==> src/rtl/axi_lite_regfile.sv <==
// AXI4-Lite slave register file: independent AW/W capture, byte-strobe writes,
// read-only status mapping and SLVERR on out-of-range or read-only writes.
module axi_lite_regfile #(
  parameter int                     DATA_WIDTH  = 32,
  parameter int                     ADDR_WIDTH  = 6,
  parameter int                     NUM_REGS    = 8,
  parameter logic [NUM_REGS-1:0]    RO_MASK     = '0,
  parameter logic [DATA_WIDTH-1:0]  RESET_VALUE = '0
) (
  input  logic                           clk_i,
  input  logic                           rstn_i,
  input  logic [ADDR_WIDTH-1:0]          aw_addr,
  input  logic                           aw_valid,
  output logic                           aw_ready,
  input  logic [DATA_WIDTH-1:0]          w_data,
  input  logic [DATA_WIDTH/8-1:0]        w_strb,
  input  logic                           w_valid,
  output logic                           w_ready,
  output logic [1:0]                     b_resp,
  output logic                           b_valid,
  input  logic                           b_ready,
  input  logic [ADDR_WIDTH-1:0]          ar_addr,
  input  logic                           ar_valid,
  output logic                           ar_ready,
  output logic [DATA_WIDTH-1:0]          r_data,
  output logic [1:0]                     r_resp,
  output logic                           r_valid,
  input  logic                           r_ready,
  input  logic [NUM_REGS*DATA_WIDTH-1:0] ro_data_i,
  output logic [NUM_REGS*DATA_WIDTH-1:0] regs_o,
  output logic [NUM_REGS-1:0]            wr_pulse_o
);

  localparam int STRB_WIDTH = DATA_WIDTH / 8;
  localparam int ADDRLSB    = $clog2(STRB_WIDTH);
  localparam int IDX_WIDTH  = ADDR_WIDTH - ADDRLSB;

  function automatic logic [DATA_WIDTH-1:0] strb_merge(
    input logic [DATA_WIDTH-1:0] old_v,
    input logic [DATA_WIDTH-1:0] new_v,
    input logic [STRB_WIDTH-1:0] strb
  );
    logic [DATA_WIDTH-1:0] res;
    res = old_v;
    for (int b = 0; b < STRB_WIDTH; b++) begin
      res[8*b +: 8] = strb[b] ? new_v[8*b +: 8] : old_v[8*b +: 8];
    end
    return res;
  endfunction

  logic                  aw_held_r, w_held_r;
  logic [ADDR_WIDTH-1:0] aw_addr_r;
  logic [DATA_WIDTH-1:0] w_data_r;
  logic [STRB_WIDTH-1:0] w_strb_r;
  logic [DATA_WIDTH-1:0] regs_r [NUM_REGS];

  logic                  aw_hs_s, w_hs_s, ar_hs_s, commit_s;
  logic                  aw_held_nxt_s, w_held_nxt_s;
  logic [NUM_REGS-1:0]   wsel_s, rsel_s;
  logic                  w_ok_s, r_ok_s;
  logic [DATA_WIDTH-1:0] rdata_s;

  assign ar_ready = ~r_valid;
  assign aw_hs_s  = aw_valid & aw_ready;
  assign w_hs_s   = w_valid & w_ready;
  assign ar_hs_s  = ar_valid & ar_ready;
  assign commit_s = aw_held_r & w_held_r & (~b_valid | b_ready);

  // Address decode to one-hot selects and read-data mux; no select means out of range
  always_comb begin
    wsel_s  = '0;
    rsel_s  = '0;
    rdata_s = '0;
    for (int i = 0; i < NUM_REGS; i++) begin
      wsel_s[i] = (aw_addr_r[ADDR_WIDTH-1:ADDRLSB] == IDX_WIDTH'(i));
      rsel_s[i] = (ar_addr[ADDR_WIDTH-1:ADDRLSB] == IDX_WIDTH'(i));
      if (rsel_s[i]) begin
        rdata_s = RO_MASK[i] ? ro_data_i[i*DATA_WIDTH +: DATA_WIDTH] : regs_r[i];
      end else begin
        rdata_s = rdata_s;
      end
    end
    w_ok_s = |(wsel_s & ~RO_MASK);
    r_ok_s = |rsel_s;
  end

  // Holding-flag next state; a commit and a new capture never coincide since ready = !held
  always_comb begin
    if (commit_s) begin
      aw_held_nxt_s = 1'b0;
      w_held_nxt_s  = 1'b0;
    end else begin
      aw_held_nxt_s = aw_held_r | aw_hs_s;
      w_held_nxt_s  = w_held_r | w_hs_s;
    end
  end

  // Write channel: AW/W capture, commit, response and register storage
  always_ff @(posedge clk_i or posedge rstn_i) begin
    if (rstn_i) begin
      aw_held_r  <= 1'b0;
      w_held_r   <= 1'b0;
      aw_ready   <= 1'b0;
      w_ready    <= 1'b0;
      aw_addr_r  <= '0;
      w_data_r   <= '0;
      w_strb_r   <= '0;
      b_valid    <= 1'b0;
      b_resp     <= 2'b00;
      wr_pulse_o <= '0;
      for (int i = 0; i < NUM_REGS; i++) begin
        regs_r[i] <= RO_MASK[i] ? '0 : RESET_VALUE;
      end
    end else begin
      aw_held_r  <= aw_held_nxt_s;
      w_held_r   <= w_held_nxt_s;
      aw_ready   <= ~aw_held_nxt_s;
      w_ready    <= ~w_held_nxt_s;
      wr_pulse_o <= '0;
      if (aw_hs_s) begin
        aw_addr_r <= aw_addr;
      end
      if (w_hs_s) begin
        w_data_r <= w_data;
        w_strb_r <= w_strb;
      end
      if (commit_s) begin
        b_valid <= 1'b1;
        b_resp  <= w_ok_s ? 2'b00 : 2'b10;
        if (w_ok_s) begin
          wr_pulse_o <= wsel_s;
        end
        for (int i = 0; i < NUM_REGS; i++) begin
          if (w_ok_s && wsel_s[i]) begin
            regs_r[i] <= strb_merge(regs_r[i], w_data_r, w_strb_r);
          end
        end
      end else if (b_ready) begin
        b_valid <= 1'b0;
      end
    end
  end

  // Read channel: registered response held until r_ready
  always_ff @(posedge clk_i or posedge rstn_i) begin
    if (rstn_i) begin
      r_valid <= 1'b0;
      r_data  <= '0;
      r_resp  <= 2'b00;
    end else if (ar_hs_s) begin
      r_valid <= 1'b1;
      r_data  <= rdata_s;
      r_resp  <= r_ok_s ? 2'b00 : 2'b10;
    end else if (r_ready) begin
      r_valid <= 1'b0;
    end
  end

  for (genvar g = 0; g < NUM_REGS; g++) begin : g_regs_o
    assign regs_o[g*DATA_WIDTH +: DATA_WIDTH] = RO_MASK[g] ? '0 : regs_r[g];
  end

endmodule

==> config.mk <==
export PLATFORM = sky130hd
export DESIGN_NAME = axi_lite_regfile
export DESIGN_NICKNAME = d
export VERILOG_FILES = /design/src/rtl/axi_lite_regfile.sv
export SDC_FILE = /design/constraint.sdc
export NUM_CORES = 1
export LEC_CHECK = 0
export CAP_MARGIN = 0
export CORE_AREA = 2 2 237 239
export DETAILED_ROUTE_END_ITERATION = 10
export DIE_AREA = 0 0 239 241
export PLACE_DENSITY = 0.6
export SLEW_MARGIN = 10
export SYNTH_ARGS = -nofsm -noshare
export SYNTH_HDL_FRONTEND = slang
export SYNTH_SLANG_ARGS = --single-unit
==> constraint.sdc <==
create_clock -name clk_i -period 21.1 [get_ports clk_i]
set_input_delay 4.22 -clock clk_i [delete_from_list [all_inputs] [get_ports clk_i]]
set_output_delay 4.22 -clock clk_i [all_outputs]
set_load 0.03 [all_outputs]
==> results.toml, run 1 <==
[placement]
hpwl_mm = 37.8
port-buffer-count = 353
routabilityCongestion = 0.778
dp.cells = 2105
place_area_mm2 = 0.0192

[hold_path]
hold_class = "register to register"
hp-start = "r_resp[1]$_DFFE_PP0P_"
whs_endpoint = "r_resp[1]$_DFFE_PP0P_"
worstHoldPathCells = 2

[setup_path]
r2r_slack_ns = 18.04
cp_slowest_cell = "nor2_2"
path_class = "input pin to register"
cp_top_family = "simple AND/OR/NAND/NOR gates"
crit_fanout = 10
crit_path_end_kind = "register"
critPathLaunchType = "input pin"
r2r_cells = 4
r2r_end = "regs_o[214]$_DFFE_PP0P_"
critPathBufInv = 1
crit_required_ns = 21.53
arrival_ns = 7.19
path_cells = "clkdlybuf4s50_1, nand2b_2, nor2b_1, nand3_1, nor2_2, mux2_2"
worstReg2RegStart = "aw_addr_r[3]$_DFFE_PP0P_"
cp_num_cells = 6
max_stage_delay_ns = 0.96

[route]
vias = 11125
route.detailed.wl_per_inst_um = 25.8
drc = 0
drt-total-wl_mm = 56.3
drt_iter0_drc = 663
first_pass_iters = 5
ant_nets = 0
via_per_inst = 5.10

[pwr]
ir_drop_mv = 0.0784
power_uw = 3090
p_leak_uw = 0.00885
power_density_mw_per_mm2 = 150

[clocking]
cts_setup_buffers = 0
clkTransAtPathRegs_ns = 0.06
cts_hold_buf = 0
h-tree-depth = 2
cts_resized = 0
clock_sinks = 344
clkLatencyLatePin_ns = 0.56
cts_buffers = 42
cts_max_path_buffers = 3
cts_tree = "yes"
cts-root-buf = "clkbuf_16"

[yosys]
yosys_warnings = 0
synth_seq_cells = 344
seq_area_frac_synth = 0.577
synth_edf_count = 0
synthArstFlopShare = 1.00
synth_area_mm2 = 0.0149
avgSynthCellArea_um2 = 13.6
synth_ff_type = "dfrtp_1"
synthCells = 1099
synth_cell_type_count = 46

[floorplan]
die_w_um = 239
ios = 616
die_y_um = 241
floorplan.initialDensity = 0.272
core_mm2 = 0.0549
die-area_mm2 = 0.0576
num_rows = 86

[sta]
fmax_ghz = 0.148
maxSlewHeadroom = 0.310
timing.final.crit_period_ns = 6.76
drv_slew = 0
fin_crit_sh = 0.321
setup_viol = 0
worstMarginPinSlew_ns = 1.03
rsz0062_at_grt = "no"
fin_setup_tns_ns = 0
fin_skew_ns = 0.0147
hold_violations = 0

[outcome]
status = "complete, no violations"

[grt]
grt_use_total = 0.191
grt_pass1_wl_mm = 79.9
antenna_found_initial = 4
grt_pass1_vias = 11427
grt_max_degree = 144
overflow = 0

[final_layout]
instances_no_fill = 2180
design_area_mm2 = 0.0206
syn2layout_area_growth_pct = 38.4
drive_gt1_frac = 0.305
nets = 1756
n_fill_cell = 5261

[job]
drv_cap = 0
==> cells by family (layout without fill, tap and decap cells) <==
kind of cell | count (synthesis) | in the layout | synth area share
flops | 344 | 344 | 0.577
mux | 333 | 333 | 0.249
compound gates | 221 | 221 | 0.100
simple gates | 130 | 130 | 0.0507
buf+inv | 70 | 443 | 0.0222
other cells | 1 | 5 | 0.000252
==> cells in the mapped netlist, types with 2 or more instances <==
cell type,number,share of area
a21oi_1,32,0.011
a221oi_1,25,0.015
a222oi_1,2,0.0013
a31o_1,2,0.0012
a31o_2,24,0.014
a32o_1,3,0.0020
and2_1,7,0.0029
and3_1,2,0.00084
buf_2,21,0.0070
buf_4,9,0.0045
clkbuf_1,33,0.0083
dfrtp_1,344,0.58
inv_1,6,0.0015
mux2_1,2,0.0015
mux2_2,295,0.22
mux2i_1,35,0.024
nand2_1,50,0.013
nand2b_1,4,0.0017
nand3_1,2,0.00067
nand3_2,18,0.012
nand3b_1,2,0.0010
nor2_1,10,0.0025
nor2_2,18,0.0076
nor2b_1,6,0.0025
nor3_1,4,0.0013
nor3b_2,2,0.0017
nor4_1,2,0.00084
o211ai_1,2,0.0010
o21ai_0,61,0.020
o21ai_1,8,0.0027
o22ai_1,28,0.012
o2bb2ai_1,26,0.015
==> worst min-delay path, stage by stage (launching register included) <==
cell and delay (ns):
dfrtp_1 0.33, nand2_1 0.05, nand2_1 0.06
==> worst max-delay path by stage <==
stage	from	end	slack, ns
2_1_floorplan	rstn_i	aw_addr_r[2]$_DFFE_PP0P_	7.34
3_3_place_gp	b_ready	regs_o[177]$_DFFE_PP0P_	13.70
3_5_place_dp	b_ready	regs_o[247]$_DFFE_PP0P_	13.76
4_1_cts	b_ready	regs_o[243]$_DFFE_PP0P_	14.33
5_1_grt	b_ready	regs_o[244]$_DFFE_PP0P_	14.25
6_report	b_ready	regs_o[242]$_DFFE_PP0P_	14.34
==> layout make-up <==
type	count	area (um2)	area share
Inverter	6	30.0	0.00146
Timing Repair Buffer	365	3630	0.176
Antenna cell	3	7.51	0.000364
Clock buffer	61	1260	0.0612
Sequential cell	344	8610	0.417
Clock inverter	11	193	0.00934
Multi-Input combinational cell	686	6020	0.292
Tap cell	704	881	0.0427
==> cells in the final DEF (no fill, tap or decap), types with 25 or more instances in the layout <==
cell type | netlist | routed
nand2_1 | 50 | 50
o21ai_0 | 61 | 61
o2bb2ai_1 | 26 | 26
mux2i_1 | 35 | 35
o22ai_1 | 28 | 28
a21oi_1 | 32 | 32
clkdlybuf4s50_1 | 0 | 351
a221oi_1 | 25 | 25
clkbuf_16 | 0 | 43
mux2_2 | 295 | 295
dfrtp_1 | 344 | 344
==> sequential cells by signal, indices dropped and copies added, names as in the netlist <==
register    cells
regs_o        256
r_data         32
w_data_r       32
wr_pulse_o      8
aw_addr_r       4
w_strb_r        4
aw_held_r       1
aw_ready        1
b_resp          1
b_valid         1
r_resp          1
r_valid         1
w_held_r        1
w_ready         1
==> per-layer routing <==
layer,vias up,share of wire,GRT usage
li1,4793,-,-
met1,5822,0.41,0.238
met2,410,0.49,0.316
met3,98,0.068,0.0499
met4,2,0.031,0.0763
met5,-,0.00016,0
==> power by group <==
group	total, uW	switching [uW]	internal [uW]
clock network	760	285	475
logic	1180	659	525
registers	1150	264	881
==> per-stage QoR <==
step	setup WS [ns]	hold slack, ns	utilization
after detailed placement	13.76	0.466	0.349
after floorplan	7.34	0.501	-
final	14.34	0.478	0.376
after global placement	13.70	0.472	0.349
after CTS	14.33	0.481	0.376
after global routing	14.25	0.512	0.376
(Power assumes the default switching activity.)
==> inputs of run 2 (changes only) <==
==> constraint.sdc (replaced) <==
create_clock -name clk_i -period 6.3 [get_ports clk_i]
set_input_delay 1.26 -clock clk_i [delete_from_list [all_inputs] [get_ports clk_i]]
set_output_delay 1.26 -clock clk_i [all_outputs]
set_load 0.03 [all_outputs]
==> results.toml, run 2 (synthesis gave the netlist of run 1 again) <==
[outcome]
status = "complete, no violations"

[sta]
fin_crit_sh = 0.595
timing.final.crit_period_ns = 3.75
hold_violations = 0
worst_hold_slack_ns = 0.505
drv_slew = 0
maxSlewHeadroom = 0.282
fmax_ghz = 0.267
setup_viol = 0
fin_setup_tns_ns = 0
fin_skew_ns = 0.0128
fin_ws_ns = 2.55
rsz0062_at_grt = "no"
worstMarginPinSlew_ns = 1.08

[setup_path]
path_cells = "clkdlybuf4s50_1, nand2b_2, nor2b_1, nand3_1, nor2_2, mux2_2"
crit_path_end_kind = "register"
path_class = "input pin to register"
crit_fanout = 10
cp_slowest_cell = "nor2_2"
crit_required_ns = 6.74
critPathBufInv = 1
r2r_cells = 4
cp_num_cells = 6
critPathLaunchType = "input pin"
arrival_ns = 4.20
max_stage_delay_ns = 0.91
cp_top_family = "simple AND/OR/NAND/NOR gates"

[placement]
dpl_worst_slack_ns = 1.90
hpwl_mm = 37.9
routabilityCongestion = 0.777
port-buffer-count = 353

[route]
first_pass_iters = 5
route.detailed.wl_per_inst_um = 25.8
drt-total-wl_mm = 56.3
drc = 0
via_per_inst = 5.09
vias = 11106
ant_nets = 0
drt_iter0_drc = 730

[final_layout]
syn2layout_area_growth_pct = 37.9
final_common_cell = "clkdlybuf4s50_1"
layout_common_cells = "clkdlybuf4s50_1 (351), dfrtp_1 (344), mux2_2 (295)"
nets = 1755
largest_register_ff_count = 256
drive_gt1_frac = 0.305

[floorplan]
die-area_mm2 = 0.0576
ios = 616
core_mm2 = 0.0549
num_rows = 86
floorplan.initialDensity = 0.272
die_y_um = 241
die_w_um = 239

[grt]
grt_max_degree = 175
grt_pass1_wl_mm = 80.5
grt_pass1_vias = 11378
overflow = 0
grt_use_total = 0.192
antenna_found_initial = 4

[pwr]
power_uw = 10200
power_density_mw_per_mm2 = 497
p_sw_uw = 4050
seq_power_share = 0.374
ir_drop_mv = 0.255
intPower_uw = 6180
p_leak_uw = 0.00882
combPwrFrac = 0.388
clockPowerShare = 0.238
p_sw_frac = 0.396

[clocking]
cts_resized = 0
cts-root-buf = "clkbuf_16"
cts_buffers = 40
clkTransAtPathRegs_ns = 0.06
clock_sinks = 344
cts_tree = "yes"
h-tree-depth = 2
clkLatencyLatePin_ns = 0.56
cts_hold_buf = 0
cts_max_path_buffers = 3
cts_setup_buffers = 0

[hold_path]
hold_class = "register to register"
worstHoldPathCells = 2

[job]
drv_cap = 0
==> run 2: cell count changes in the layout (fill, tap and decap cells not counted), moves of 2 or more <==
cell | previous run | this run
clkinv_2 | 2 | 7
clkbuf_8 | 12 | 7
clkbuf_1 | 6 | 8
inv_6 | 2 | 0
==> run 2: per-layer routing <==
| layer | vias up | wire, um | global-route usage | share of wire |
|---|---|---|---|---|
| met5 | - | 12 | 0 | 0.00021 |
| li1 | 4778 | - | - | - |
| met4 | 2 | 1420 | 0.0580 | 0.025 |
| met2 | 413 | 27300 | 0.321 | 0.49 |
| met3 | 87 | 3880 | 0.0467 | 0.069 |
| met1 | 5826 | 23600 | 0.248 | 0.42 |
==> run 2: cell type report <==
| class | instances | area [um2] |
|---|---|---|
| fillers | 5308 | 34300 |
| repair buffers | 366 | 3650 |
| multi-input cells | 686 | 6020 |
| clock inverters | 15 | 195 |
| flip-flops and latches | 344 | 8610 |
| inverters | 6 | 26.3 |
| diodes | 2 | 5.00 |
| clock buffers | 57 | 1180 |
| well taps | 704 | 881 |
==> run 2: final timing paths <==
path	start	to	slack [ns]
setup reg to reg	aw_addr_r[3]$_DFFE_PP0P_	regs_o[214]$_DFFE_PP0P_	3.25
min in group asynchronous	rstn_i	aw_addr_r[5]$_DFFE_PP0P_	1.32
max in group asynchronous	rstn_i	regs_o[218]$_DFFE_PP0P_	4.13
setup / recovery	b_ready	regs_o[247]$_DFFE_PP0P_	2.55
hold reg to reg	r_resp[1]$_DFFE_PP0P_	r_resp[1]$_DFFE_PP0P_	0.50
hold / removal	r_resp[1]$_DFFE_PP0P_	r_resp[1]$_DFFE_PP0P_	0.50
==> run 2: power by group through the flow <==
stage / Clock [uW] / Combinational (uW) / Sequential (uW)
6_report: 2440 / 3970 / 3820
5_1_grt: 2590 / 4160 / 3950
4_1_cts: 2500 / 4010 / 3830
3_5_place_dp: 0 / 4000 / 3860
3_3_place_gp: 0 / 3960 / 3820
2_1_floorplan: 0 / 1180 / 4720
==> run 2: metrics by stage <==
step                instance area, um2  instances  utilization
floorplan                        14900       1100            -
global placement                 19200       2106        0.350
detailed placement               19200       2106        0.350
CTS                              20600       2178        0.375
global route                     20600       2179        0.375
finish                           20600       2180        0.375
==> run 2: worst min-delay path: stages (launching register included) <==
cell	delay [ns]
dfrtp_1	0.35
nand2_1	0.06
nand2_1	0.06
